**src/rtl/trap_ctrl.sv**
```systemverilog
`default_nettype none
// ============================================================================
// Module   : trap_ctrl
// Brief    : Machine-mode trap entry / MRET sequencer. Accepts one request
//            from the LSU->WBU boundary, walks the shared CSR write port
//            through a fixed write sequence, reads the target CSR and issues
//            a one-shot fetch redirect. busy_o covers the whole sequence.
// Options  : MTVAL_WRITE_EN - when defined, a W_MTVAL step writes the
//            latched trap value to mtval between mcause and mstatus.
// Revision : 1.0 - initial release
// ============================================================================
module trap_ctrl #(
    parameter logic [1:0] RESET_MSTATUS_MPP = 2'b11
) (
    input  logic        clock,
    input  logic        reset,
    input  logic        excp_valid_i,
    input  logic [15:0] excp_bus_i,
    input  logic        xret_i,
    input  logic [31:0] excp_pc_i,
    input  logic [31:0] excp_tval_i,
    output logic        excp_ready_o,
    output logic [11:0] csr_raddr_o,
    input  logic [31:0] csr_rdata_i,
    output logic [11:0] csr_addr_o,
    output logic [31:0] csr_wdata_o,
    output logic        csr_we_o,
    output logic        redirect_valid_o,
    output logic [31:0] redirect_pc_o,
    input  logic        redirect_ready_i,
    output logic        busy_o,
    output logic [31:0] trap_cnt_o
);

    // CSR addresses touched by the sequence
    localparam logic [11:0] c_addr_mstatus = 12'h300;
    localparam logic [11:0] c_addr_mtvec   = 12'h305;
    localparam logic [11:0] c_addr_mepc    = 12'h341;
    localparam logic [11:0] c_addr_mcause  = 12'h342;
`ifdef MTVAL_WRITE_EN
    localparam logic [11:0] c_addr_mtval   = 12'h343;
`endif

    // Cause bits 10 and 14 are reserved codes and never raise a trap
    localparam logic [15:0] c_cause_mask = 16'hBBFF;

    typedef enum logic [3:0] {
        IDLE      = 4'd0,
        W_MEPC    = 4'd1,
        W_MCAUSE  = 4'd2,
`ifdef MTVAL_WRITE_EN
        W_MTVAL   = 4'd3,
`endif
        W_MSTATUS = 4'd4,
        X_MSTATUS = 4'd5,
        RD_TGT    = 4'd6,
        REDIRECT  = 4'd7
    } state_t;

    state_t      r_state;
    state_t      w_next_state;

    logic [31:0] r_pc;
    logic [3:0]  r_cause;
    logic        r_is_trap;
    logic [31:0] r_target;
    logic [31:0] r_trap_cnt;

    logic [15:0] w_cause_bits;
    logic        w_cause_hit;
    logic [3:0]  w_cause_code;
    logic        w_accept;

`ifdef MTVAL_WRITE_EN
    logic [31:0] r_tval;
`else
    // Trap value has no destination when mtval is not written
    logic        w_unused_tval;
    assign w_unused_tval = ^excp_tval_i;
`endif

    assign w_cause_bits = excp_bus_i & c_cause_mask;
    assign w_cause_hit  = |w_cause_bits;
    assign w_accept     = (r_state == IDLE) && excp_valid_i;

    assign excp_ready_o = (r_state == IDLE);
    assign busy_o       = (r_state != IDLE);
    assign trap_cnt_o   = r_trap_cnt;

    // Priority encoder: lowest set cause index wins (scan high to low so the
    // last assignment is the lowest index)
    always_comb begin
        w_cause_code = 4'd0;
        for (int i = 15; i >= 0; i--) begin
            if (w_cause_bits[i]) begin
                w_cause_code = 4'(i);
            end
        end
    end

    // State register
    always_ff @(posedge clock or negedge reset) begin
        if (!reset) begin
            r_state <= IDLE;
        end else begin
            r_state <= w_next_state;
        end
    end

    // Next-state and CSR/redirect port drive; unused fields stay at zero
    always_comb begin
        w_next_state     = r_state;
        csr_raddr_o      = 12'h000;
        csr_addr_o       = 12'h000;
        csr_wdata_o      = 32'h0000_0000;
        csr_we_o         = 1'b0;
        redirect_valid_o = 1'b0;
        redirect_pc_o    = 32'h0000_0000;

        case (r_state)
            IDLE: begin
                // Exception beats MRET; a request with neither is dropped
                if (excp_valid_i) begin
                    if (w_cause_hit) begin
                        w_next_state = W_MEPC;
                    end else if (xret_i) begin
                        w_next_state = X_MSTATUS;
                    end
                end
            end

            W_MEPC: begin
                csr_addr_o   = c_addr_mepc;
                csr_wdata_o  = r_pc & ~32'h0000_0003;
                csr_we_o     = 1'b1;
                w_next_state = W_MCAUSE;
            end

            W_MCAUSE: begin
                csr_addr_o   = c_addr_mcause;
                csr_wdata_o  = {28'h000_0000, r_cause};
                csr_we_o     = 1'b1;
`ifdef MTVAL_WRITE_EN
                w_next_state = W_MTVAL;
`else
                w_next_state = W_MSTATUS;
`endif
            end

`ifdef MTVAL_WRITE_EN
            W_MTVAL: begin
                csr_addr_o   = c_addr_mtval;
                csr_wdata_o  = r_tval;
                csr_we_o     = 1'b1;
                w_next_state = W_MSTATUS;
            end
`endif

            W_MSTATUS: begin
                // Trap entry: MPIE <- MIE, MIE <- 0, MPP <- configured mode
                csr_raddr_o        = c_addr_mstatus;
                csr_addr_o         = c_addr_mstatus;
                csr_wdata_o        = csr_rdata_i;
                csr_wdata_o[7]     = csr_rdata_i[3];
                csr_wdata_o[3]     = 1'b0;
                csr_wdata_o[12:11] = RESET_MSTATUS_MPP;
                csr_we_o           = 1'b1;
                w_next_state       = RD_TGT;
            end

            X_MSTATUS: begin
                // MRET: MIE <- MPIE, MPIE <- 1, MPP <- configured mode
                csr_raddr_o        = c_addr_mstatus;
                csr_addr_o         = c_addr_mstatus;
                csr_wdata_o        = csr_rdata_i;
                csr_wdata_o[3]     = csr_rdata_i[7];
                csr_wdata_o[7]     = 1'b1;
                csr_wdata_o[12:11] = RESET_MSTATUS_MPP;
                csr_we_o           = 1'b1;
                w_next_state       = RD_TGT;
            end

            RD_TGT: begin
                // Trap jumps to mtvec (direct mode), MRET returns to mepc
                csr_raddr_o  = r_is_trap ? c_addr_mtvec : c_addr_mepc;
                w_next_state = REDIRECT;
            end

            REDIRECT: begin
                redirect_valid_o = 1'b1;
                redirect_pc_o    = r_target;
                if (redirect_ready_i) begin
                    w_next_state = IDLE;
                end
            end

            default: begin
                w_next_state = IDLE;
            end
        endcase
    end

    // Request capture, redirect target capture and trap counter
    always_ff @(posedge clock or negedge reset) begin
        if (!reset) begin
            r_pc       <= 32'h0000_0000;
            r_cause    <= 4'd0;
            r_is_trap  <= 1'b0;
            r_target   <= 32'h0000_0000;
            r_trap_cnt <= 32'h0000_0000;
`ifdef MTVAL_WRITE_EN
            r_tval     <= 32'h0000_0000;
`endif
        end else begin
            if (w_accept) begin
                r_pc      <= excp_pc_i;
                r_cause   <= w_cause_code;
                r_is_trap <= w_cause_hit;
`ifdef MTVAL_WRITE_EN
                r_tval    <= excp_tval_i;
`endif
            end
            // Both mtvec (MODE ignored) and mepc are word-aligned the same way
            if (r_state == RD_TGT) begin
                r_target <= {csr_rdata_i[31:2], 2'b00};
            end
            if ((r_state == REDIRECT) && redirect_ready_i && r_is_trap) begin
                r_trap_cnt <= r_trap_cnt + 32'd1;
            end
        end
    end

endmodule
`default_nettype wire

```
**config.mk**
```make
export PLATFORM = sky130hd
export DESIGN_NAME = trap_ctrl
export DESIGN_NICKNAME = d
export VERILOG_FILES = /design/src/rtl/trap_ctrl.sv
export SDC_FILE = /design/constraint.sdc
export NUM_CORES = 1
export LEC_CHECK = 0
export CORE_MARGIN = 10
export CORE_UTILIZATION = 44
export DETAILED_ROUTE_END_ITERATION = 10
export GPL_TIMING_DRIVEN = 0
export PLACE_DENSITY = 0.87
export SYNTH_ARGS = -nofsm -noshare
export SYNTH_HDL_FRONTEND = slang
export SYNTH_SLANG_ARGS = --single-unit
```
**constraint.sdc**
```tcl
create_clock -name clock -period 3.2 [get_ports clock]
set_input_delay 0.64 -clock clock [delete_from_list [all_inputs] [get_ports clock]]
set_output_delay 0.64 -clock clock [all_outputs]
set_load 0.005 [all_outputs]
```
; After elaboration in Yosys (flattened, before gate mapping)
; Index checks and enable logic that the tools add are counted.
[totals]
register_bits = 103
in_bits = 117
out_inout_bits = 124
wordCells = 51
[classes]
add_sub_neg = 1
eq_ne = 9
muxes = 26
reduce_logical = 9
[op_table]
columns = cell, count
row1 = $pmux W32 S4, 1
row2 = $mux W4, 18
row3 = $add A32 B1 Y32 const B, 1
row4 = $mux W32, 1
row5 = $pmux W10 S3, 1
row6 = $pmux W4 S6, 1
row7 = $pmux W10 S2, 1
row8 = $eq A4 B3 Y1 const B, 4
row9 = $reduce_or A14 Y1, 1
row10 = $mux W7, 1
row11 = $eq A4 B1 Y1 const B, 1
row12 = $eq A4 B2 Y1 const B, 1
row13 = $logic_not A4 Y1, 1
row14 = $ne A2 B2 Y1 const B, 2
row15 = $reduce_bool A4 Y1, 1
row16 = $reduce_or A4 Y1, 1
row17 = $logic_and A1 B1 Y1, 3
row18 = $ne A3 B2 Y1 const B, 1
row19 = $reduce_and A3 Y1, 1
row20 = $mux W1, 2
row21 = $reduce_or A2 Y1, 1

; Longest topological paths before layout
[depth]
ltp_word = 14
ltp_mapped = 7
depth_no_buf = 5

; Least setup slack after synthesis
; OpenSTA, ideal clock, no wires.
[synth_timing]
path_type = flip-flop to output port
start = reg r_state[2]
end = out csr_addr_o[9]
t_arrival_ns = 1.451
t_required_ns = 2.560
setup_slack_ns = 1.109
path_stages_with_launch = 6
n_path_buf = 3
path_cell_list = dfrtp_1 > buf_2 > buf_2 > nor3_1 > or3_1 > buf_4
[synth_via]
elab_chain_cells = 3
elab_cells_between_ends = 6
cone_classes = 4 x eq/ne / 1 x mux / 1 x reduce/logical
[synth_lines]
columns = element, line
row1 = from (decl), 60  ; state_t r_state;
row2 = from (signal assigned), 106  ; r_state <= w_next_state;
row3 = $eq A4 B3 Y1, 120  ; case (r_state)
row4 = $reduce_or A2 Y1 (no line), --
row5 = $pmux W10 S3 (*), 120
row6 = to (decl), 25  ; output logic [11:0] csr_addr_o,
; Mark *: on every way between the ends. The rest lies on a longest branch, timed or not.

; Worst setup path in the final report
[layout_timing]
start = reg r_state[2]
end = out csr_raddr_o[9]
[layout_via]
elab_chain_cells = 3
elab_cells_between_ends = 5
cone_classes = 3 x eq/ne / 1 x mux / 1 x reduce/logical
[layout_lines]
columns = element, line
row1 = $eq A4 B3 Y1, 120
row2 = $reduce_or A2 Y1 (no line), --
row3 = $pmux W10 S2 (*), 120
row4 = to (decl), 23  ; output logic [11:0] csr_raddr_o,
; Marked as above.

==> results.md <==
- Synthesized area: 4999 um^2
- CTS Buffer Depth: 2
- DR top layer: met4
- Worst-path clk slew: 70 ps
- Max-slew violations: 0
- # IOs: 241
- Yosys Warn Count: 0
- Crit path launch type: register
- Layout cells sized above 1: 0.1331
- Largest net degree at the start of global routing: 54
- Leak: 3.352 nW
- Min Tclk post-route: around 3000 ps
- Antenna violations before repair: 0
- WL met3: 1691 um
- Area after DPL: a little over 7000 um^2
- Final WS setup: 152.0 ps
- Iter 0 DRT Violations: 491
- Setup TNS: 0 ps
- Dpl hpwl: 12,750 um
- Combinational Power Share: 0.458
- Endpoint class of the critical path: output pin
- Register bit count reported by yosys: 100
- Worst-path fanout max: 10
- Status: completed
- Worst Skew: 5.525 ps
- Die width: 126.6 um
- Slew HR: 0.5660
- CP max stage delay: 490 ps
- Power per Cell Area: about 750 nW/um^2
- Die extent in y: 126.6 um
- Switching pwr: 0.001839 W
- Global-route wire length before repair: 26,010 um
- Mean post-synth cell area: 10.12 um^2
- Post-Synthesis Cells: 494
- Worst EP required: 2560 ps
- Vias in the first global route: 4,819
- Root buffer cell: clkbuf_16
- Vias: 4,519
- Period utilization: 0.9525
- Port bufs: 188
- Vias per inst: 5.292
- Total congestion overflow: 0
- Power Internal: 0.003722 W
- Fin nets: 827
- Post-DRT Antenna Nets: 0
- Placed Instances: 838
- Clk_lat worst skew: 340 ps
- Synth cell types: 43
- CP arrival: roughly 2400 ps
- Clock sink total: 100
- Final Power: ~0.0056 W
- All-Layer GR Usage: 0.2012
- Fin. Hold Viols: 0
- Clock network power share: 0.192
- Layout fillers: 812
- Worst Tran Pin Value: 651.1 ps
- Layout Cells excl Fill: 854
- Pre-CTS setup slack: about 300 ps
- Die area: 16,020 um^2
- F_max: 328.1 MHz
- Share of power burned in registers: 0.350
- RePlAce Congestion: roughly 0.81
- Routed wire per std cell: between 15 and 20 um
- WL met2: 8167 um
- CP max stage cell: clkdlybuf4s50_1
- Post-CTS Setup Repair Bufs: 0
- Sw frac: 0.3307
- Sequential share of the synthesized area: 0.5006
- Drt total wl: 16,510 um
- Pre-antenna DRT Iters: 4
- Residual DRC: 0
- Worst hold-check path type: in -> async
- Setup violators final: 0
- Peak supply drop: slightly above 0.6 mV
- Post-Route M1 WL: 6230 um
- TritonCTS clock tree: done
- Layout area overhead: 48.84%
- Final instance area: 7440 um^2
- Crit-path cells: buf_2, nor2b_1, clkbuf_1, clkbuf_2, nand2b_1, buf_4, clkdlybuf4s50_1
- Core Box Area: 10,980 um^2
- Diodes inserted: 0
- Htree depth: 3
- Kind of critical path: reg -> out
- Initial Utilization: 0.4551
- CTS buffer count: 9
- Total of max-cap violations: 0
- Core Rows: 38
metrics by stage:
step | util | hold WS [ps]
detailed placement | 0.6498 | 463.1
global placement | 0.6475 | 456.9
finish | 0.6774 | 316.0
global route | 0.6774 | 353.9
CTS | 0.6762 | 340.4
floorplan | - | 344.4
state kept, by name (all words and copies together), names as in the netlist:
| signal | flops |
|---|---|
| r_cause | 4 |
| r_state | 3 |
| r_is_trap | 1 |
| trap_cnt_o | 32 |
| r_pc | 30 |
| r_target | 30 |
area by class of cell:
| class | instances | area (um^2) | area share |
|---|---|---|---|
| Sequential cell | 100 | 2502 | 0.3364 |
| Multi-Input combinational cell | 360 | 2280 | 0.3064 |
| Timing Repair Buffer | 189 | 1907 | 0.2563 |
| Buffer | 43 | 267.8 | 0.03599 |
| Clock buffer | 11 | 232.7 | 0.03128 |
| Tap cell | 140 | 175.2 | 0.02355 |
| Clock inverter | 5 | 52.55 | 0.007064 |
| Inverter | 6 | 22.52 | 0.003027 |
cells in the mapped netlist (all sizes together):
cell	n	area, um^2
o41ai	1	8.760
nor2	15	56.30
nor3b	1	7.510
mux2	31	349.1
a32o	1	10.01
dfrtp	100	2502
inv	6	22.52
o31ai	1	7.510
nand4	17	121.4
a21oi	7	35.03
nand2	116	435.4
nand2b	3	18.77
a211o	1	8.760
xor2	4	35.03
o21ai	8	40.04
clkbuf	11	41.29
mux2i	1	10.01
and2	32	200.2
xnor2	27	236.5
nor3	7	35.03
nand3	11	55.05
a22o	28	245.2
nor4	6	88.83
o21bai	2	15.01
and3	7	45.05
or3	3	18.77
ha	1	12.51
and4	4	35.03
nor4b	1	23.77
buf	32	216.5
a31oi	1	6.260
nor2b	2	12.51
o32a	1	10.01
or2	1	6.260
conb	1	3.750
a21o	2	15.01
o211ai	1	7.510
cell usage in the layout, fill, tap and decap left out, types with 2 or more instances in the layout:
cell type | synthesis | routed
and3_1 | 6 | 6
buf_4 | 20 | 21
o21ai_0 | 8 | 8
a21o_1 | 2 | 2
nor4_4 | 3 | 3
and2_1 | 32 | 32
nand2b_1 | 3 | 3
o21bai_1 | 2 | 2
xor2_1 | 4 | 4
conb_1 | 1 | 16
a22o_1 | 28 | 28
nand3_1 | 11 | 11
buf_2 | 11 | 12
clkdlybuf4s50_1 | 0 | 187
clkbuf_16 | 0 | 9
nor2_1 | 15 | 15
a21oi_1 | 7 | 7
nand4_1 | 16 | 16
mux2_2 | 31 | 31
nor3_1 | 7 | 6
inv_1 | 6 | 6
xnor2_1 | 27 | 27
or3_1 | 3 | 3
clkbuf_2 | 0 | 4
clkbuf_1 | 11 | 7
dfrtp_1 | 100 | 100
and4_1 | 4 | 4
nor4_1 | 2 | 2
nand2_1 | 116 | 115
clkinv_2 | 0 | 3
nor2b_1 | 2 | 2
cell families (layout without fill, tap and decap cells):
family | after synthesis | in the layout | share of synthesized area
adder cells (fa/ha/maj) | 1 | 1 | 0.002503
AO/OA/AOI/OAI | 54 | 54 | 0.08185
multiplexers | 32 | 32 | 0.07184
flip-flops | 100 | 100 | 0.5006
other | 1 | 16 | 0.0007502
AND/OR/NAND/NOR | 226 | 226 | 0.2320
buffers and inverters | 49 | 254 | 0.05607
XOR/XNOR | 31 | 31 | 0.05432
critical path: cells and delay by family (launching register included):
family | cells | cell delay, ps
buffers and inverters | 5 | 1390
and+or+nand+nor | 2 | 370
DFF | 1 | 310
power by group through the flow:
stage	Sequential, W	Combinational, W	Clock [W]
final	0.00194	0.00255	0.00107
after CTS	0.00194	0.00256	0.00109
after detailed placement	0.00196	0.00253	0
after global placement	0.00193	0.00247	0
after floorplan	0.00188	0.00126	0
after global routing	0.00199	0.00277	0.00114
routing by layer:
metal | up-vias | GRT usage
li1 | 2087 | -
met1 | 2218 | 0.2224
met2 | 187 | 0.3375
met3 | 27 | 0.08247
met4 | 0 | 0.07971
met5 | - | 0
timing repair:
item                                   4_1_cts  5_1_grt
hold buffers                                 0        0
endpoints found under the hold margin        0        0
gates resized for setup                      4        9
setup endpoints to repair                   24       28
final timing paths:
path	startpoint	to	slack, ps	cells past startpoint
max	r_state[2]$_DFFE_PN0P_	csr_raddr_o[9]	150	7
min	reset	trap_cnt_o[30]$_DFFE_PN0P_	320	1
max reg2reg	r_state[1]$_DFFE_PN0P_	r_pc[16]$_DFFE_PN0P_	1350	6
min reg2reg	r_pc[7]$_DFFE_PN0P_	r_pc[7]$_DFFE_PN0P_	480	2
max in group asynchronous	reset	r_pc[16]$_DFFE_PN0P_	2200	2
min in group clock	r_pc[7]$_DFFE_PN0P_	r_pc[7]$_DFFE_PN0P_	480	2
Note: power is estimated with default switching activity, not from simulation.
